### src/rtl/goertzel_pkg.sv
// Shared definitions for the Goertzel tone generator and detector.
//   COEF_FRAC     : fractional bits of the sincos coefficients, A(1,14)
//   DEF_*         : default widths (sample, log2 burst length, coefficient, guard bits)
//   tg_state_e    : tone generator FSM states
//   round_half_up : arithmetic right shift with round-half-up
//   saturate      : clamp a signed value to a w-bit signed range
package goertzel_pkg;

  localparam int unsigned COEF_FRAC = 14;

  localparam int unsigned DEF_SW  = 12;
  localparam int unsigned DEF_LGN = 8;
  localparam int unsigned DEF_CW  = 16;
  localparam int unsigned DEF_GB  = 4;

  typedef enum logic [1:0] {
    StIdle,
    StWaitCoef,
    StRun
  } tg_state_e;

  function automatic logic signed [63:0] round_half_up(input logic signed [63:0] x,
                                                       input int unsigned      sh);
    logic signed [63:0] bias;
    if (sh == 0) begin
      return x;
    end
    bias = 64'sd1 <<< (sh - 1);
    return (x + bias) >>> sh;
  endfunction

  function automatic logic signed [63:0] saturate(input logic signed [63:0] x,
                                                  input int unsigned      w);
    logic signed [63:0] max_v;
    logic signed [63:0] min_v;
    max_v = (64'sd1 <<< (w - 1)) - 64'sd1;
    min_v = -(64'sd1 <<< (w - 1));
    if (x > max_v) begin
      return max_v;
    end
    if (x < min_v) begin
      return min_v;
    end
    return x;
  endfunction

endpackage

### src/rtl/goertzel_sat.sv
// Signed saturating narrower: out_o = clamp(in_i >>> SHIFT) to OUT_W signed bits.
//   in_i  : signed input, IN_W bits
//   out_o : signed output, OUT_W bits (IN_W must exceed OUT_W)
module goertzel_sat #(
  parameter int unsigned IN_W  = 34,
  parameter int unsigned OUT_W = 17,
  parameter int unsigned SHIFT = 0
) (
  input  logic signed [IN_W-1:0]  in_i,
  output logic signed [OUT_W-1:0] out_o
);

  logic signed [IN_W-1:0]  shifted;
  logic        [IN_W-OUT_W:0] hi;

  always_comb begin
    shifted = in_i >>> SHIFT;
    // In range iff every bit above the output sign bit matches it.
    hi = shifted[IN_W-1:OUT_W-1];
    if ((&hi) || !(|hi)) begin
      out_o = shifted[OUT_W-1:0];
    end else if (hi[IN_W-OUT_W]) begin
      out_o = {1'b1, {(OUT_W-1){1'b0}}};
    end else begin
      out_o = {1'b0, {(OUT_W-1){1'b1}}};
    end
  end

endmodule

### src/rtl/goertzel_tone_gen.sv
// Recursive sinusoid burst generator: emits N = 2^LGN samples of A*sin(2*pi*k*n/N)
// using y[n] = 2*cos*y[n-1] - y[n-2], seeded from the sincos coefficients.
// Optional build macro GOERTZEL_TG_REPEAT_EN: i_start on the o_last transfer re-seeds
// and starts the next burst with no gap.
//   i_clk, i_rst        : clock, asynchronous active-high reset
//   i_start, i_amp      : start a burst with amplitude A(0,11) (sampled in idle)
//   i_sin, i_cos        : coefficients A(1,14), taken when i_coef_valid in wait state
//   o_sample, o_valid   : sample stream, held while i_ready is low
//   i_ready, o_last     : downstream accept, last sample of burst marker
//   o_busy              : FSM not idle
module goertzel_tone_gen
  import goertzel_pkg::*;
#(
  parameter int unsigned SW  = DEF_SW,
  parameter int unsigned LGN = DEF_LGN,
  parameter int unsigned CW  = DEF_CW,
  parameter int unsigned GB  = DEF_GB
) (
  input  logic                 i_clk,
  input  logic                 i_rst,
  input  logic                 i_start,
  input  logic signed [SW-1:0] i_amp,
  input  logic signed [CW-1:0] i_sin,
  input  logic signed [CW-1:0] i_cos,
  input  logic                 i_coef_valid,
  output logic signed [SW-1:0] o_sample,
  output logic                 o_valid,
  input  logic                 i_ready,
  output logic                 o_last,
  output logic                 o_busy
);

  localparam int unsigned IW = SW + GB + 1;
  localparam int unsigned PW = IW + CW;

  tg_state_e state_q, state_d;
  logic signed [SW-1:0]  amp_q, amp_d;
  logic signed [CW-1:0]  c_sin_q, c_sin_d, c_cos_q, c_cos_d, sin_sel;
  // y2 holds the sample being presented, y1 the one after it.
  logic signed [IW-1:0]  y1_q, y1_d, y2_q, y2_d, seed, y_new;
  logic        [LGN-1:0] count_q, count_d;
  logic                  valid_q, valid_d;
  logic signed [PW-1:0]  prod;
  logic signed [63:0]    upd_raw;
  logic                  xfer;

  always_comb begin
    // Seed uses the live coefficient on the latch cycle, the latched one on re-seed.
    sin_sel = (state_q == StWaitCoef) ? i_sin : c_sin_q;
    seed    = IW'(saturate(round_half_up(64'(amp_q) * 64'(sin_sel), COEF_FRAC - GB), IW));
    prod    = c_cos_q * y1_q;
    // (2*p + 2^13) >>> 14 == (p + 2^12) >>> 13, so the doubling never widens p.
    upd_raw = round_half_up(64'(prod), COEF_FRAC - 1) - 64'(y2_q);
  end

  goertzel_sat #(
    .IN_W (64),
    .OUT_W(IW),
    .SHIFT(0)
  ) u_sat_state (
    .in_i (upd_raw),
    .out_o(y_new)
  );

  goertzel_sat #(
    .IN_W (IW),
    .OUT_W(SW),
    .SHIFT(GB)
  ) u_sat_out (
    .in_i (y2_q),
    .out_o(o_sample)
  );

  assign xfer = valid_q & i_ready;

  always_comb begin
    state_d = state_q;
    amp_d   = amp_q;
    c_sin_d = c_sin_q;
    c_cos_d = c_cos_q;
    y1_d    = y1_q;
    y2_d    = y2_q;
    count_d = count_q;
    valid_d = valid_q;
    unique case (state_q)
      StIdle: begin
        if (i_start) begin
          amp_d   = i_amp;
          state_d = StWaitCoef;
        end
      end
      StWaitCoef: begin
        if (i_coef_valid) begin
          c_sin_d = i_sin;
          c_cos_d = i_cos;
          y2_d    = '0;
          y1_d    = seed;
          count_d = '0;
          valid_d = 1'b1;
          state_d = StRun;
        end
      end
      StRun: begin
        if (xfer) begin
          if (&count_q) begin
`ifdef GOERTZEL_TG_REPEAT_EN
            if (i_start) begin
              y2_d    = '0;
              y1_d    = seed;
              count_d = '0;
            end else begin
              valid_d = 1'b0;
              state_d = StIdle;
            end
`else
            valid_d = 1'b0;
            state_d = StIdle;
`endif
          end else begin
            y2_d    = y1_q;
            y1_d    = y_new;
            count_d = count_q + LGN'(1);
          end
        end
      end
      default: begin
        valid_d = 1'b0;
        state_d = StIdle;
      end
    endcase
  end

  always_ff @(posedge i_clk or posedge i_rst) begin
    if (i_rst) begin
      state_q <= StIdle;
      amp_q   <= '0;
      c_sin_q <= '0;
      c_cos_q <= '0;
      y1_q    <= '0;
      y2_q    <= '0;
      count_q <= '0;
      valid_q <= 1'b0;
    end else begin
      state_q <= state_d;
      amp_q   <= amp_d;
      c_sin_q <= c_sin_d;
      c_cos_q <= c_cos_d;
      y1_q    <= y1_d;
      y2_q    <= y2_d;
      count_q <= count_d;
      valid_q <= valid_d;
    end
  end

  assign o_valid = valid_q;
  assign o_last  = valid_q & (&count_q);
  assign o_busy  = (state_q != StIdle);

endmodule

### config.mk
export PLATFORM = sky130hd
export DESIGN_NAME = goertzel_tone_gen
export DESIGN_NICKNAME = d
export VERILOG_FILES = /design/src/rtl/goertzel_pkg.sv /design/src/rtl/goertzel_sat.sv /design/src/rtl/goertzel_tone_gen.sv
export SDC_FILE = /design/constraint.sdc
export NUM_CORES = 1
export LEC_CHECK = 0
export ABC_AREA = 1
export CORE_MARGIN = 2
export CORE_UTILIZATION = 45
export CTS_CLUSTER_DIAMETER = 50
export DETAILED_ROUTE_END_ITERATION = 8
export GPL_TIMING_DRIVEN = 0
export SLEW_MARGIN = 10
export SYNTH_ARGS = -nofsm -noshare
export SYNTH_HDL_FRONTEND = slang
export SYNTH_SLANG_ARGS = --single-unit
### constraint.sdc
create_clock -name i_clk -period 8.6 [get_ports i_clk]
set_input_delay 1.72 -clock i_clk [delete_from_list [all_inputs] [get_ports i_clk]]
set_output_delay 1.72 -clock i_clk [all_outputs]
set_load 0.01 [all_outputs]
== After elaboration in Yosys (flattened, before gate mapping) ==
Index checks and enable logic that the tools add are counted.

* Add/sub/neg operators: 4
* Multipliers: 2
* Divide/modulo/power cells: 0
* Magnitude comparators: 2
* Equality and inequality tests: 7
* Shift-type cells: 0
* Muxes and demuxes: 33
* Bitwise gates (word level): 3
* Reduce and logical (&&, ||, !) cells: 17

{| class="wikitable"
|+ Operators with widths
! cell !! number
|-
| 17-bit two-way mux || 12
|-
| 17-bit case mux with 2 select lines || 2
|-
| 48-bit AND reduction || 1
|-
| 48-bit OR reduction || 1
|-
| 33-bit by 14-bit adder with 34-bit output, second input constant || 1
|-
| 16-bit by 17-bit multiplier with 33-bit output || 1
|-
| 28-bit by 11-bit adder with 29-bit output, second input constant || 1
|-
| 12-bit by 16-bit multiplier with 28-bit output || 1
|-
| 12-bit two-way mux || 2
|-
| 8-bit two-way mux || 3
|-
| 21-bit by 17-bit subtractor with 22-bit output || 1
|-
| 19-bit by 17-bit > comparator with 1-bit output, second input constant || 1
|-
| 19-bit by 17-bit less-than comparator with 1-bit output, second input constant || 1
|-
| 16-bit two-way mux || 1
|-
| 8-bit case mux with 2 select lines || 1
|-
| 4-bit AND reduction || 3
|-
| 2-bit inequality test, second input constant || 5
|-
| 8-bit by 1-bit adder with 8-bit output, second input constant || 1
|-
| 2-bit two-way mux || 4
|-
| 8-bit AND reduction || 1
|-
| 1-bit two-way mux || 6
|-
| 2-bit case mux with 3 select lines || 1
|-
| 2-bit AND reduction || 3
|-
| 2-bit nonzero test || 2
|-
| 9 further kinds || 12
|}

* Register bits after elaboration: 89
* Bits in latches: 0
* RAM bits: 0
* ROM bits: 0
* Bits of input ports: 49
* Output and inout bits: 15
* Logic and storage cells: 76
* Memories kept: 0

== Logic depth before layout (Yosys ltp) ==
* Depth in word-level cells: 11
* Mapped depth: 47
* Mapped depth without buffers: 44

== By module ==
A second synthesis with hierarchy kept.

* Cells, all modules: 3198
* Area, all modules: 23934.2 um2

{| class="wikitable"
|+ By module, submodules not included
! module !! instances !! cells each !! area an instance (um2)
|-
| goertzel_tone_gen || 1 || 3038 || 23178.5
|-
| goertzel_sat (u_sat_state) || 1 || 131 || 560.5
|-
| goertzel_sat (u_sat_out) || 1 || 29 || 195.2
|}

== Worst setup path after synthesis ==
Ideal clock, no wire load.

* Path type: register to register
* Start: reg y1_q[16]
* End: reg y1_q[9]
* Library setup time: 0.117 ns
* Arrival time: 7.213 ns
* Setup slack: 1.270 ns
* Cell stages (with the launch flop): 38
* Buffers on the path: 3
* Period minus slack after synthesis: 7.330 ns
* Cells stage by stage: dfrtp_1 > clkbuf_1 > clkbuf_1 > nand2_1 > inv_1 > fa_1 > inv_1 > fa_1 > inv_1 > fa_1 > fa_1 > fa_1 > fa_1 > ha_1 > nand2_1 > nor4_1 > a21oi_1 > nand2_1 > [... 2 more ...] > xor2_1 > inv_1 > ha_1 > nand2_1 > o21ai_0 > a21oi_1 > nand3_2 > nand2_2 > nand2_4 > nor2_2 > nand2_2 > nand2_4 > nand2_4 > nand2_4 > buf_12 > nand3_2 > nand2_1 > nand2_1

* Longest elaborated chain between the ends: 10
* Elaborated cells between the ends (all ways): 12
* Classes of those cells: add/sub (2); mul (1); mux (5); reduce/logical (4)

{| class="wikitable"
|+ RTL lines
! what !! RTL line !! RTL
|-
| start, declared || goertzel_tone_gen.sv:40 || <nowiki>logic signed [IW-1:0] y1_q, y1_d, y2_q, y2_d, seed, y_new;</nowiki>
|-
| start signal, assigned || goertzel_tone_gen.sv:148 || <nowiki>y1_q <= y1_d;</nowiki>
|-
| 16-bit by 17-bit multiplier with 33-bit output * || goertzel_tone_gen.sv:51 || <nowiki>prod = c_cos_q * y1_q;</nowiki>
|-
| 33-bit by 14-bit adder with 34-bit output * || goertzel_pkg.sv:29 || <nowiki>return (x + bias) >>> sh;</nowiki>
|-
| 21-bit by 17-bit subtractor with 22-bit output * || goertzel_tone_gen.sv:53 || <nowiki>upd_raw = round_half_up(64'(prod), COEF_FRAC - 1) - 64'(y2_q);</nowiki>
|-
| 48-bit OR reduction || goertzel_sat.sv:20 || <nowiki>if ((&hi) || !(|hi)) begin</nowiki>
|-
| 1-bit zero test || goertzel_sat.sv:20 ||
|-
| 1-bit logical OR || goertzel_sat.sv:20 ||
|-
| 17-bit two-way mux * || goertzel_sat.sv:20 ||
|-
| 17-bit two-way mux * || goertzel_tone_gen.sv:105 || <nowiki>if (&count_q) begin</nowiki>
|-
| 17-bit two-way mux * || goertzel_tone_gen.sv:104 || <nowiki>if (xfer) begin</nowiki>
|-
| 17-bit case mux with 2 select lines * || goertzel_tone_gen.sv:85 || <nowiki>unique case (state_q)</nowiki>
|}

Mark *: on every way between the ends. The rest lies on a longest branch, timed or not. The select of a mux whose other input is x is not followed.
A chain may end at the register's enable or synchronous reset.

== Worst setup path in the final report ==
* Start: reg c_cos_q[10]
* End: reg y1_q[4]

* Longest elaborated chain between the ends: 10
* Elaborated cells between the ends (all ways): 12
* Classes of those cells: add/sub (2); mul (1); mux (5); reduce/logical (4)

{| class="wikitable"
|+ RTL lines
! what !! RTL line !! RTL
|-
| start, declared || goertzel_tone_gen.sv:38 || <nowiki>logic signed [CW-1:0] c_sin_q, c_sin_d, c_cos_q, c_cos_d, sin_sel;</nowiki>
|-
| start signal, assigned || goertzel_tone_gen.sv:147 || <nowiki>c_cos_q <= c_cos_d;</nowiki>
|-
| 16-bit by 17-bit multiplier with 33-bit output * || goertzel_tone_gen.sv:51 ||
|-
| 33-bit by 14-bit adder with 34-bit output * || goertzel_pkg.sv:29 ||
|-
| 21-bit by 17-bit subtractor with 22-bit output * || goertzel_tone_gen.sv:53 ||
|-
| 48-bit OR reduction || goertzel_sat.sv:20 ||
|-
| 1-bit zero test || goertzel_sat.sv:20 ||
|-
| 1-bit logical OR || goertzel_sat.sv:20 ||
|-
| 17-bit two-way mux * || goertzel_sat.sv:20 ||
|-
| 17-bit two-way mux * || goertzel_tone_gen.sv:105 ||
|-
| 17-bit two-way mux * || goertzel_tone_gen.sv:104 ||
|-
| 17-bit case mux with 2 select lines * || goertzel_tone_gen.sv:85 ||
|}

Marks and branches as above.

==> results.cfg <==
[outcome]
outcome = completed

[clocking]
cts_sinks = 89
cts_buffers = 9
path_clk_slew_ns = 0.09
insertion_delay_ns = 0.40
cts_root_buffer = clkbuf_16
cts_buffer_depth = 2
cts_max_level = 3
cts_tree = built
ctsHoldBuffers = 0

[setup_path]
r2r_setup_slack_ns = 0.31
critPathCaptureType = register
endpoint = y1_q[4]
crit_start = c_cos_q[10]
timing_worst_setup_path_type = reg2reg
r2r_start = c_cos_q[10]
cp_common_cell = nand2_1
critPathMaxFanout = 10
cpPeakStageDelay_ns = 0.66
reg2regPathDepth = 39
cp.arrival_ns = 8.57
worstSetupStartpointType = register
crit_slowest_cell = dfrtp_1
r2r-end = y1_q[4]
required_ns = 8.88

[yosys]
yosys_warnings = 0
syn_inst = 3009
synth_top_area_cell = fa_1
syn-num-nets = 3681
ys_top_cells_by_count = inv_1 (784), nand2_1 (765), fa_1 (463)
synth_most_common_cell = inv_1
synth_top_area_share_pct = 39.8
netlist_area_um2 = 23300
synth.distinct_cells = 47
async_reset_ff_share_pct = 100
avgSynthCellArea_um2 = 7.75
synth_area_leaders = fa_1 (40%), inv_1 (13%), nand2_1 (12%)
synth_edf_count = 0
synth-seq-cells = 89
synth_flop_cell = dfrtp_1
synth_seq_area_share_pct = 9.55

[routing]
wire_per_inst_um = 18.3
drt_iter0_markers = 1517
first_pass_iters = 5
vias_per_cell = 5.15
vias = 19326
ant_nets = 0
drc = 0
drt-total-wl_mm = 68.5

[job]
max-cap-violations = 0

[cells_and_area]
fill_cells = 5148
nets = 3740
syn2layout_area_growth_pct = 8.77
num_antenna_cells = 0
drive_gt1_share_pct = 5.50

[floorplanning]
die-width_um = 232
core-area_um2 = 51300
die_h_um = 232
dieArea_um2 = 53600
start_util_pct = 45.4
ios = 64
num_rows = 83

[sta]
timing.final.crit_share_pct = 96.4
slew_headroom_pct = 18.2
timing.fmax_mhz = 121
worstMarginPinSlew_ns = 1.22
tns_ns = 0
finalMaxSlewViolations = 0
clock_skew_ns = 0.0183
final_hold_viol_count = 0
finalCriticalPeriod_ns = 8.29
setup_viol = 0

[placed_design]
place.gp.congestion = 0.951
io_buffers = 63
dp_hpwl_mm = 58.8

[global_routing]
grt_pass1_vias = 20400
antenna_found_initial = 0
grt_pass1_wl_mm = 113
grt_util_all_layers_pct = 27.4
grt-ovfl-total = 0
grt_max_degree = 51

[worst_hold_path]
hold_path.class = reg2reg
## routing by layer
metal / GRT usage (%) / vias to the layer above / share of wire (%)
met2: 42.6 / 692 / 45
met1: 40.6 / 9679 / 46
met4: 6.87 / 0 / 2.0
met5: 0 / - / 0
met3: 3.59 / 69 / 7.6
li1: - / 8886 / -
## state kept, by name, summed over array words and instances, names as in the netlist
| name | flops |
|---|---|
| amp_q | 12 |
| count_q | 8 |
| c_cos_q | 16 |
| y1_q | 17 |
| y2_q | 17 |
| c_sin_q | 16 |
| o_valid | 1 |
| state_q | 2 |
## worst max-delay path, delay by kind of cell, from the launching register on
family / cells / cell delay [ns]
xor gates and xnor gates: 1 / 0.24
adders and majority gates: 8 / 3.80
DFF: 1 / 0.66
buffers and inverters: 9 / 0.89
AOI/OAI and AO/OA: 6 / 1.02
and+or+nand+nor: 15 / 1.55
## per-stage QoR
step	instances	cell area, µm²	hold slack (ns)	setup slack [ns]	utilization [%]
floorplan	3009	23300	0.453	1.27	-
global placement	3752	24800	0.467	-0.390	48.3
detailed placement	3753	24800	0.474	-0.515	48.4
CTS	3757	25100	0.491	0.0100	49.0
global route	3753	25400	0.530	-0.0585	49.4
finish	3753	25400	0.492	0.311	49.4
## how the worst min path moves through the flow
stage | start | to | slack [ns] | cells after the start
floorplan | c_sin_q[0] | c_sin_q[0] | 0.45 | 2
global placement | c_sin_q[1] | c_sin_q[1] | 0.47 | 2
detailed placement | c_sin_q[14] | c_sin_q[14] | 0.47 | 2
CTS | c_sin_q[14] | c_sin_q[14] | 0.49 | 2
global route | y2_q[0] | y2_q[0] | 0.53 | 2
finish | c_sin_q[15] | c_sin_q[15] | 0.49 | 2
## layout by cell type, fill, tap and decap left out, types with 18 or more instances in the layout
cell type and n:
clkdlybuf4s50_1 63, inv_1 780, xnor2_1 25, dfrtp_2 23, nand3_1 67, ha_1 156, nand2_1 765, fa_1 461
buf_4 18, nor2_1 157, a21oi_1 106, dfrtp_1 66, xor2_1 34, clkbuf_1 36, o21ai_0 83
## area by class of cell
class	count	area (µm²)	share of cell area [%]
Multi-Input combinational cell	2012	17800	70.1
Inverter	798	3010	11.9
Sequential cell	89	2260	8.90
Tap cell	680	851	3.36
Timing Repair Buffer	77	768	3.03
Buffer	81	414	1.63
Clock buffer	9	225	0.888
Clock inverter	7	72.6	0.286
## kinds of logic after synthesis
kind of cell | Yosys count | share of synthesized area [%]
AO/OA/AOI/OAI | 253 | 5.99
XOR/XNOR | 65 | 2.47
adder cells (fa/ha/maj) | 623 | 48.4
buffers and inverters | 908 | 14.8
flip-flops | 89 | 9.55
multiplexers | 2 | 0.0912
AND/OR/NAND/NOR | 1069 | 18.7
## what timing repair did
| item | in CTS | in global routing |
|---|---|---|
| gates resized for setup | 30 | 84 |
| setup buffers | 1 | 12 |
| endpoints found under the setup margin | 16 | 16 |
| pin swaps | 0 | 1 |
Power is not shown: default switching activity piles up to over one toggle a cycle in this logic, so the estimate is an artifact.
